$ cat config.mk
export PLATFORM = sky130hd
export DESIGN_NAME = bus_source_encoder_flat
export DESIGN_NICKNAME = d
export VERILOG_FILES = /design/src/rtl/bus_source_encoder_if.sv /design/src/rtl/bus_source_encoder.sv /design/src/flat_wrapper.sv
export SDC_FILE = /design/constraint.sdc
export NUM_CORES = 1
export LEC_CHECK = 0
export CAP_MARGIN = 25
export CORE_UTILIZATION = 25
export DETAILED_ROUTE_END_ITERATION = 6
export PLACE_DENSITY = 0.57
export SYNTH_ARGS = -nofsm -noshare
export SYNTH_HDL_FRONTEND = slang
export SYNTH_SLANG_ARGS = --single-unit
$ cat constraint.sdc
create_clock -name clock -period 3.9 [get_ports clock]
set_input_delay 0.975 -clock clock [delete_from_list [all_inputs] [get_ports clock]]
set_output_delay 0.975 -clock clock [all_outputs]
set_load 0.02 [all_outputs]
$ cat src/rtl/bus_source_encoder_if.sv
// Bus-source encoder signal bundle: control-unit requests, IR capture and
// register-select controls in; mux select, register load strobes, C constant
// and conflict status out. master = control-unit side, slave = encoder side.
interface bus_source_encoder_if #(
  parameter int unsigned CNT_W = 8
);
  // Requests and IR handling from the control unit
  logic [23:0]      out_req;
  logic [31:0]      ir_in;
  logic             ir_load;
  logic             gra;
  logic             grb;
  logic             grc;
  logic             r_out;
  logic             ba_out;
  logic             r_in;
  logic             err_clr;
  // Encoder results
  logic [4:0]       select;
  logic [15:0]      reg_in;
  logic [31:0]      c_sign_extended;
  logic             conflict;
  logic             conflict_sticky;
  logic [CNT_W-1:0] conflict_count;

  modport master (
    output out_req, ir_in, ir_load, gra, grb, grc, r_out, ba_out, r_in, err_clr,
    input  select, reg_in, c_sign_extended, conflict, conflict_sticky, conflict_count
  );

  modport slave (
    input  out_req, ir_in, ir_load, gra, grb, grc, r_out, ba_out, r_in, err_clr,
    output select, reg_in, c_sign_extended, conflict, conflict_sticky, conflict_count
  );
endinterface

$ cat src/rtl/bus_source_encoder.sv
// Bus source encoder: one-hot out requests plus IR-field register select are
// encoded into the 32:1 bus mux select; also drives register load strobes,
// the sign-extended C constant, and multi-driver conflict detection.
// Ports: clock, clear (async active-high), bus (bus_source_encoder_if.slave).
// Latency: select/reg_in/c_sign_extended combinational; conflict flags one cycle.
// Optional: BUS_SOURCE_ENCODER_CONFLICT_COUNT_EN adds the saturating counter;
// without it conflict_count is tied to zero.
module bus_source_encoder #(
  parameter int unsigned CNT_W    = 8,
  parameter logic [4:0]  IDLE_SEL = 5'd31
) (
  input logic                 clock,
  input logic                 clear,
  bus_source_encoder_if.slave bus
);

  logic [31:0] ir_q;
  logic [3:0]  fld;
  logic [15:0] fld_onehot;
  logic [15:0] rreq;
  logic [23:0] eff;
  logic        ba_zero;
  logic        multi;
  logic        cf_now;
  logic [4:0]  sel;
  logic        conflict_q;
  logic        sticky_q;

  // IR copy; fields loaded here only affect decode from the next cycle
  always_ff @(posedge clock or posedge clear) begin
    if (clear) begin
      ir_q <= '0;
    end else if (bus.ir_load) begin
      ir_q <= bus.ir_in;
    end
  end

  // Register field select, gra > grb > grc
  always_comb begin
    fld = 4'd0;
    if (bus.gra) begin
      fld = ir_q[26:23];
    end else if (bus.grb) begin
      fld = ir_q[22:19];
    end else if (bus.grc) begin
      fld = ir_q[18:15];
    end
  end

  assign fld_onehot = 16'd1 << fld;

  // BAout on R0 means "constant zero": no register-file request, bus idles to zero
  assign ba_zero = bus.ba_out && (fld == 4'd0);
  assign rreq    = (bus.r_out || (bus.ba_out && (fld != 4'd0))) ? fld_onehot : 16'd0;
  assign eff     = bus.out_req | {8'b0, rreq};

  // Lowest-index requester wins; scan downward so the lowest set bit is last written
  always_comb begin
    sel = IDLE_SEL;
    for (int i = 23; i >= 0; i--) begin
      if (eff[i]) begin
        sel = 5'(i);
      end
    end
  end

  // x & (x-1) clears the lowest set bit; anything left means two or more drivers
  assign multi  = |(eff & (eff - 24'd1));
  assign cf_now = multi || (ba_zero && (eff != 24'd0));

  always_ff @(posedge clock or posedge clear) begin
    if (clear) begin
      conflict_q <= 1'b0;
      sticky_q   <= 1'b0;
    end else begin
      conflict_q <= cf_now;
      // A fresh conflict beats err_clr in the same cycle
      sticky_q   <= cf_now | (sticky_q & ~bus.err_clr);
    end
  end

`ifdef BUS_SOURCE_ENCODER_CONFLICT_COUNT_EN
  logic [CNT_W-1:0] cnt_q;

  always_ff @(posedge clock or posedge clear) begin
    if (clear) begin
      cnt_q <= '0;
    end else if (bus.err_clr) begin
      // Clearing in a conflict cycle still records that conflict
      cnt_q <= {{(CNT_W-1){1'b0}}, cf_now};
    end else if (cf_now && !(&cnt_q)) begin
      cnt_q <= cnt_q + CNT_W'(1);
    end
  end

  assign bus.conflict_count = cnt_q;
`else
  assign bus.conflict_count = {CNT_W{1'b0}};
`endif

  assign bus.select          = sel;
  assign bus.reg_in          = bus.r_in ? fld_onehot : 16'd0;
  assign bus.c_sign_extended = {{13{ir_q[18]}}, ir_q[18:0]};
  assign bus.conflict        = conflict_q;
  assign bus.conflict_sticky = sticky_q;

endmodule
$ cat src/flat_wrapper.sv
// flat-port wrapper written by rule: the top's interface ports become plain ports
module bus_source_encoder_flat 
#(
  parameter int unsigned CNT_W    = 8,
  parameter logic [4:0]  IDLE_SEL = 5'd31
)
  (clock, clear, bus_out_req, bus_ir_in, bus_ir_load, bus_gra, bus_grb, bus_grc, bus_r_out, bus_ba_out, bus_r_in, bus_err_clr, bus_select, bus_reg_in, bus_c_sign_extended, bus_conflict, bus_conflict_sticky, bus_conflict_count);
  bus_source_encoder_if #(.CNT_W(CNT_W)) bus_i ();
  input logic clock;
  input logic clear;
  input wire logic [$bits(bus_i.out_req)-1:0] bus_out_req;
  input wire logic [$bits(bus_i.ir_in)-1:0] bus_ir_in;
  input wire logic [$bits(bus_i.ir_load)-1:0] bus_ir_load;
  input wire logic [$bits(bus_i.gra)-1:0] bus_gra;
  input wire logic [$bits(bus_i.grb)-1:0] bus_grb;
  input wire logic [$bits(bus_i.grc)-1:0] bus_grc;
  input wire logic [$bits(bus_i.r_out)-1:0] bus_r_out;
  input wire logic [$bits(bus_i.ba_out)-1:0] bus_ba_out;
  input wire logic [$bits(bus_i.r_in)-1:0] bus_r_in;
  input wire logic [$bits(bus_i.err_clr)-1:0] bus_err_clr;
  output wire logic [$bits(bus_i.select)-1:0] bus_select;
  output wire logic [$bits(bus_i.reg_in)-1:0] bus_reg_in;
  output wire logic [$bits(bus_i.c_sign_extended)-1:0] bus_c_sign_extended;
  output wire logic [$bits(bus_i.conflict)-1:0] bus_conflict;
  output wire logic [$bits(bus_i.conflict_sticky)-1:0] bus_conflict_sticky;
  output wire logic [$bits(bus_i.conflict_count)-1:0] bus_conflict_count;
  assign bus_i.out_req = bus_out_req;
  assign bus_i.ir_in = bus_ir_in;
  assign bus_i.ir_load = bus_ir_load;
  assign bus_i.gra = bus_gra;
  assign bus_i.grb = bus_grb;
  assign bus_i.grc = bus_grc;
  assign bus_i.r_out = bus_r_out;
  assign bus_i.ba_out = bus_ba_out;
  assign bus_i.r_in = bus_r_in;
  assign bus_i.err_clr = bus_err_clr;
  assign bus_select = bus_i.select;
  assign bus_reg_in = bus_i.reg_in;
  assign bus_c_sign_extended = bus_i.c_sign_extended;
  assign bus_conflict = bus_i.conflict;
  assign bus_conflict_sticky = bus_i.conflict_sticky;
  assign bus_conflict_count = bus_i.conflict_count;
  bus_source_encoder #(.CNT_W(CNT_W), .IDLE_SEL(IDLE_SEL)) u_core (.clock(clock), .clear(clear), .bus(bus_i));
endmodule
# ---- Yosys cells after proc, flatten, opt, wreduce, memory -nomap -nowiden
# Cells that the tools add are included.
dict set report totals {
  ff_bits 29
  input_bits 66
  output_inout_bits 63
  elab_cells 48
}
dict set report op_classes {
  n_addsub 1
  shifts 1
  muxes 29
  bitwise 5
  reduce_logical 9
}
# op count
set ops {}
lappend ops {{$mux 5} 16}
lappend ops {{$mux 4} 11}
lappend ops {{$mux 16} 2}
lappend ops {{$and 24x24->24} 1}
lappend ops {{$or 24x16->24} 1}
lappend ops {{$reduce_bool 24->1} 1}
lappend ops {{$reduce_or 24->1} 1}
lappend ops {{$sub 24x1->24 const B} 1}
lappend ops {{$shl 1x4->16 const A} 1}
lappend ops {{$logic_not 4->1} 1}
lappend ops {{$reduce_bool 4->1} 1}
lappend ops {{$logic_and 1x1->1} 3}
lappend ops {{$logic_or 1x1->1} 2}
lappend ops {{$and 1x1->1} 1}
lappend ops {{$not 1->1} 1}
lappend ops {{$or 1x1->1} 1}

# ---- Depth between registers and ports, before layout
dict set report logic_depth {
  word_depth 32
  ltp_mapped 10
  mapped_depth_nobuf 8
}

# ---- Least setup slack after synthesis
# OpenSTA, ideal clock, no wires.
dict set report synth_timing {
  path_type {in2out}
  startpoint {input port bus_grb}
  endpoint {output port bus_select[0]}
  arrival_ps 3126
  required_ps 2925
  path_slack_ps -201
  cell_stages 10
  n_path_buf 2
  cell_sequence {buf_6 > nand3b_1 > a21o_1 > clkbuf_1 > or3_1 > a32o_1 > a221oi_1 > o221a_2 > o21ai_0 > a21oi_1}
}
dict set report synth_between {
  elab_chain_len 23
  word_cells_on_any_way 24
  cone_classes {shift (1); mux (19); bitwise (1); reduce/logical (3)}
}
# item line
set synth_lines {}
lappend synth_lines {{start, declared} flat_wrapper.sv:15} ;# input wire logic [$bits(bus_i.grb)-1:0] bus_grb;
lappend synth_lines {{$mux 4 (*)} bus_source_encoder.sv:43} ;# end else if (bus.grb) begin
lappend synth_lines {{$mux 4 (*)} bus_source_encoder.sv:41} ;# if (bus.gra) begin
lappend synth_lines {{$reduce_bool 4->1} bus_source_encoder.sv:54} ;# assign rreq = (bus.r_out || (bus.ba_out && (fld != 4'd0))) ? fld_onehot : 16'd0;
lappend synth_lines {{$logic_and 1x1->1} bus_source_encoder.sv:54}
lappend synth_lines {{$logic_or 1x1->1} bus_source_encoder.sv:54}
lappend synth_lines {{$mux 16 (*)} bus_source_encoder.sv:54}
lappend synth_lines {{$or 24x16->24 (*)} bus_source_encoder.sv:55} ;# assign eff = bus.out_req | {8'b0, rreq};
lappend synth_lines {{$mux 5 (15 in a row)} bus_source_encoder.sv:61} ;# if (eff[i]) begin
lappend synth_lines {{$mux 5 (*)} bus_source_encoder.sv:61}
lappend synth_lines {{end, declared} flat_wrapper.sv:21} ;# output wire logic [$bits(bus_i.select)-1:0] bus_select;
# Mark *: on every way between the ends. The rest lies on a longest branch, timed or not.

# ---- Worst setup path in the final report
# Ends and elaborated chain as after synthesis.

==> metrics.txt <==
status complete, but fails checks; failing checks negative setup slack; design area roughly 0.0046 sq mm; maximum clock rate between 200 and 250 MHz; ys flop type dfrtp_1; Yosys reg bits 29; Seq/Total Area, Yosys 28.6%; total grt overflow 0; TritonCTS Buffers 5; top cells by count, synth buf_4, nor2_1, dfrtp_1; combinational power share 48.9%; CTS H-tree lvls 2; Die Ht 103 um; area grow syn2layout 81.1%; Syn Inst Count about 300; min Tclk post-route roughly 4.2 ns; Req. time, crit path 2.92 ns; power per cell area between 200 and 300 mW/mm^2; gpl congestion roughly 0.91; Skew-Pair Late Insertion Delay 0.28 ns; final worst slack -0.267 ns; setup total negative slack -0.685 ns; final hold viol count 0; synthesized area 0.00254 sq mm; Yosys warning count 0; I/O pins 129; hpwl dp 7260 um; Max clock buf depth 2; sequential share of power between 30% and 40%; root buf cell clkbuf_8; final cycle utilization of the critical path 107%; Rel. slew slack 55.3%; WL per Instance 14.8 um; Pwr Total 1.16 mW; # rows 36; number of diodes 0; Pleak 2.09 nW; Sw Ratio 33.7%; initial antenna violation count 0; Synth area leaders dfrtp_1, buf_4, mux2_2; Worst path slowest cell or4_4; final setup violation count 6; crit-path cells buf_6 > buf_6 > nand3b_1 > a22o_4 > and3_4 > or2_4 > or3_4 > or4_4 > o21ai_4 > a21oi_2 > buf_6; Max Cap Viol 0; DRC 0; clk_skew 0.00515 ns; initial core utilization 25.9%; DP Worst Slack -1.12 ns; Worst-path clk slew 0.05 ns; hold buffers post-CTS 0; Avg Cell Area, Syn 8.50 sq um; clock network power share about a fifth; Tightest Pin Transition 0.669 ns; Int Pwr approximately 0.77 mW; worst setup path category input pin to primary output; Async SR Flop Fraction 100%; DRT Wirelength 9110 um; Worst Path Arrival 3.19 ns; Hold Slack 0.502 ns; P_sw 0.389 mW; clk sinks 29; unrepaired setup endpoints after global routing true; core box area 0.00982 sq mm; worst vdd ir 0.193 mV; Post-synth EDFFs 0; DRT antenna net count 0; Most common cell on crit path buf_6; critical-path maximum fanout 6; share of post-route cells with drive strength above 1 37.6%; critical path startpoint category input pin; Initial DRC Count 140; most common cell in the netlist buf_4; routed vias 2924; all-layer global routing usage approximately 17%; vias in the first global route 2881; Final Max Slew Viols 0; IO Port Bufs 115; Hold Path Class flop to flop; crit end category primary output; CTS tree done; Die ar. 0.0106 sq mm; Chip Width about 100 um; vias per cell 4.75; Cell Area, Placed 0.00426 sq mm; largest net degree at the start of global routing 30; first-pass GRT wire length 14300 um; Fillers 1011; Synth cell types 63; router iterations before antenna repair 4; post-synth top area share 28.6%; # nets final 548; post-synth top area cell dfrtp_1; CP max stage delay 0.44 ns
sequential cells by signal, indices dropped and copies added, names as in the netlist:
signal                      count
u_core.ir_q                    27
u_core.bus.conflict             1
u_core.bus.conflict_sticky      1
cells in the final DEF (no fill, tap or decap), drive strengths merged, types with 8 or more instances in the layout:
master / netlist / layout
a21oi: 23 / 23
dlymetal6s2s: 0 / 10
mux2: 25 / 25
buf: 45 / 110
o21ai: 9 / 9
conb: 1 / 8
clkbuf: 5 / 8
nor2: 33 / 33
dfrtp: 29 / 29
nor4: 8 / 8
clkdlybuf4s50: 0 / 89
nand2: 22 / 22
inv: 10 / 10
worst paths after layout:
kind,from,to,slack (ns),cells after the start
max in group asynchronous,clear,u_core.ir_q[4],2.30,3
hold / removal,u_core.ir_q[11],u_core.ir_q[11],0.50,1
min in group asynchronous,clear,u_core.ir_q[19],1.10,2
setup / recovery,bus_grb,bus_select[0],-0.27,11
setup reg to reg,u_core.ir_q[20],u_core.bus.conflict_sticky,0.39,13
hold reg to reg,u_core.ir_q[11],u_core.ir_q[11],0.50,1
cell type report:
| class | instances | area, sq um | share of cell area [%] |
|---|---|---|---|
| Clock buffer | 7 | 86.3 | 1.88 |
| Inverter | 10 | 37.5 | 0.816 |
| Multi-Input combinational cell | 217 | 1620 | 35.3 |
| Sequential cell | 29 | 726 | 15.8 |
| Tap cell | 133 | 166 | 3.62 |
| Timing Repair Buffer | 219 | 1960 | 42.7 |
per-layer routing:
metal  global-route usage [%]  vias to the layer above  share of wire, %
met2                     30.2                       94                49
met1                     22.2                     1381                44
li1                         -                     1436                 -
met3                     2.64                       13               5.2
met5                        0                        -                 0
met4                     5.42                        0               2.2
per-stage QoR:
step | utilization [%] | instances
4_1_cts | 45.6 | 611
5_1_grt | 46.9 | 615
2_1_floorplan | - | 306
3_5_place_dp | 43.4 | 597
3_3_place_gp | 43.1 | 596
6_report | 46.9 | 615
cells by family after synthesis:
| kind of cell | count (synthesis) | synth area share (%) |
|---|---|---|
| multiplexers | 25 | 11.1 |
| AND/OR/NAND/NOR | 96 | 19.3 |
| XOR/XNOR | 1 | 0.345 |
| buffers and inverters | 60 | 15.5 |
| adder cells (fa/ha/maj) | 1 | 0.394 |
| other | 1 | 0.148 |
| AO/OA/AOI/OAI | 86 | 24.7 |
| flip-flops | 29 | 28.6 |
repair_timing:
item | CTS | global route
buffers inserted | 6 | 4
setup endpoints to repair | 23 | 15
gates resized for setup | 63 | 29
pin swaps | 12 | 12
cloned | 1 | 0
critical path, delay by kind of cell:
family	cells	cell delay [ns]
and+or+nand+nor	5	1.39
AOI/OAI and AO/OA	3	0.48
buffers and inverters	3	0.35
power groups by stage:
stage	sequential [mW]	clock [mW]	combinational, mW
after floorplan	0.349	0	0.277
after global routing	0.350	0.265	0.607
final	0.346	0.244	0.565
after detailed placement	0.352	0	0.524
after global placement	0.350	0	0.518
after CTS	0.346	0.254	0.546
Note: power is estimated with default switching activity, not from simulation.
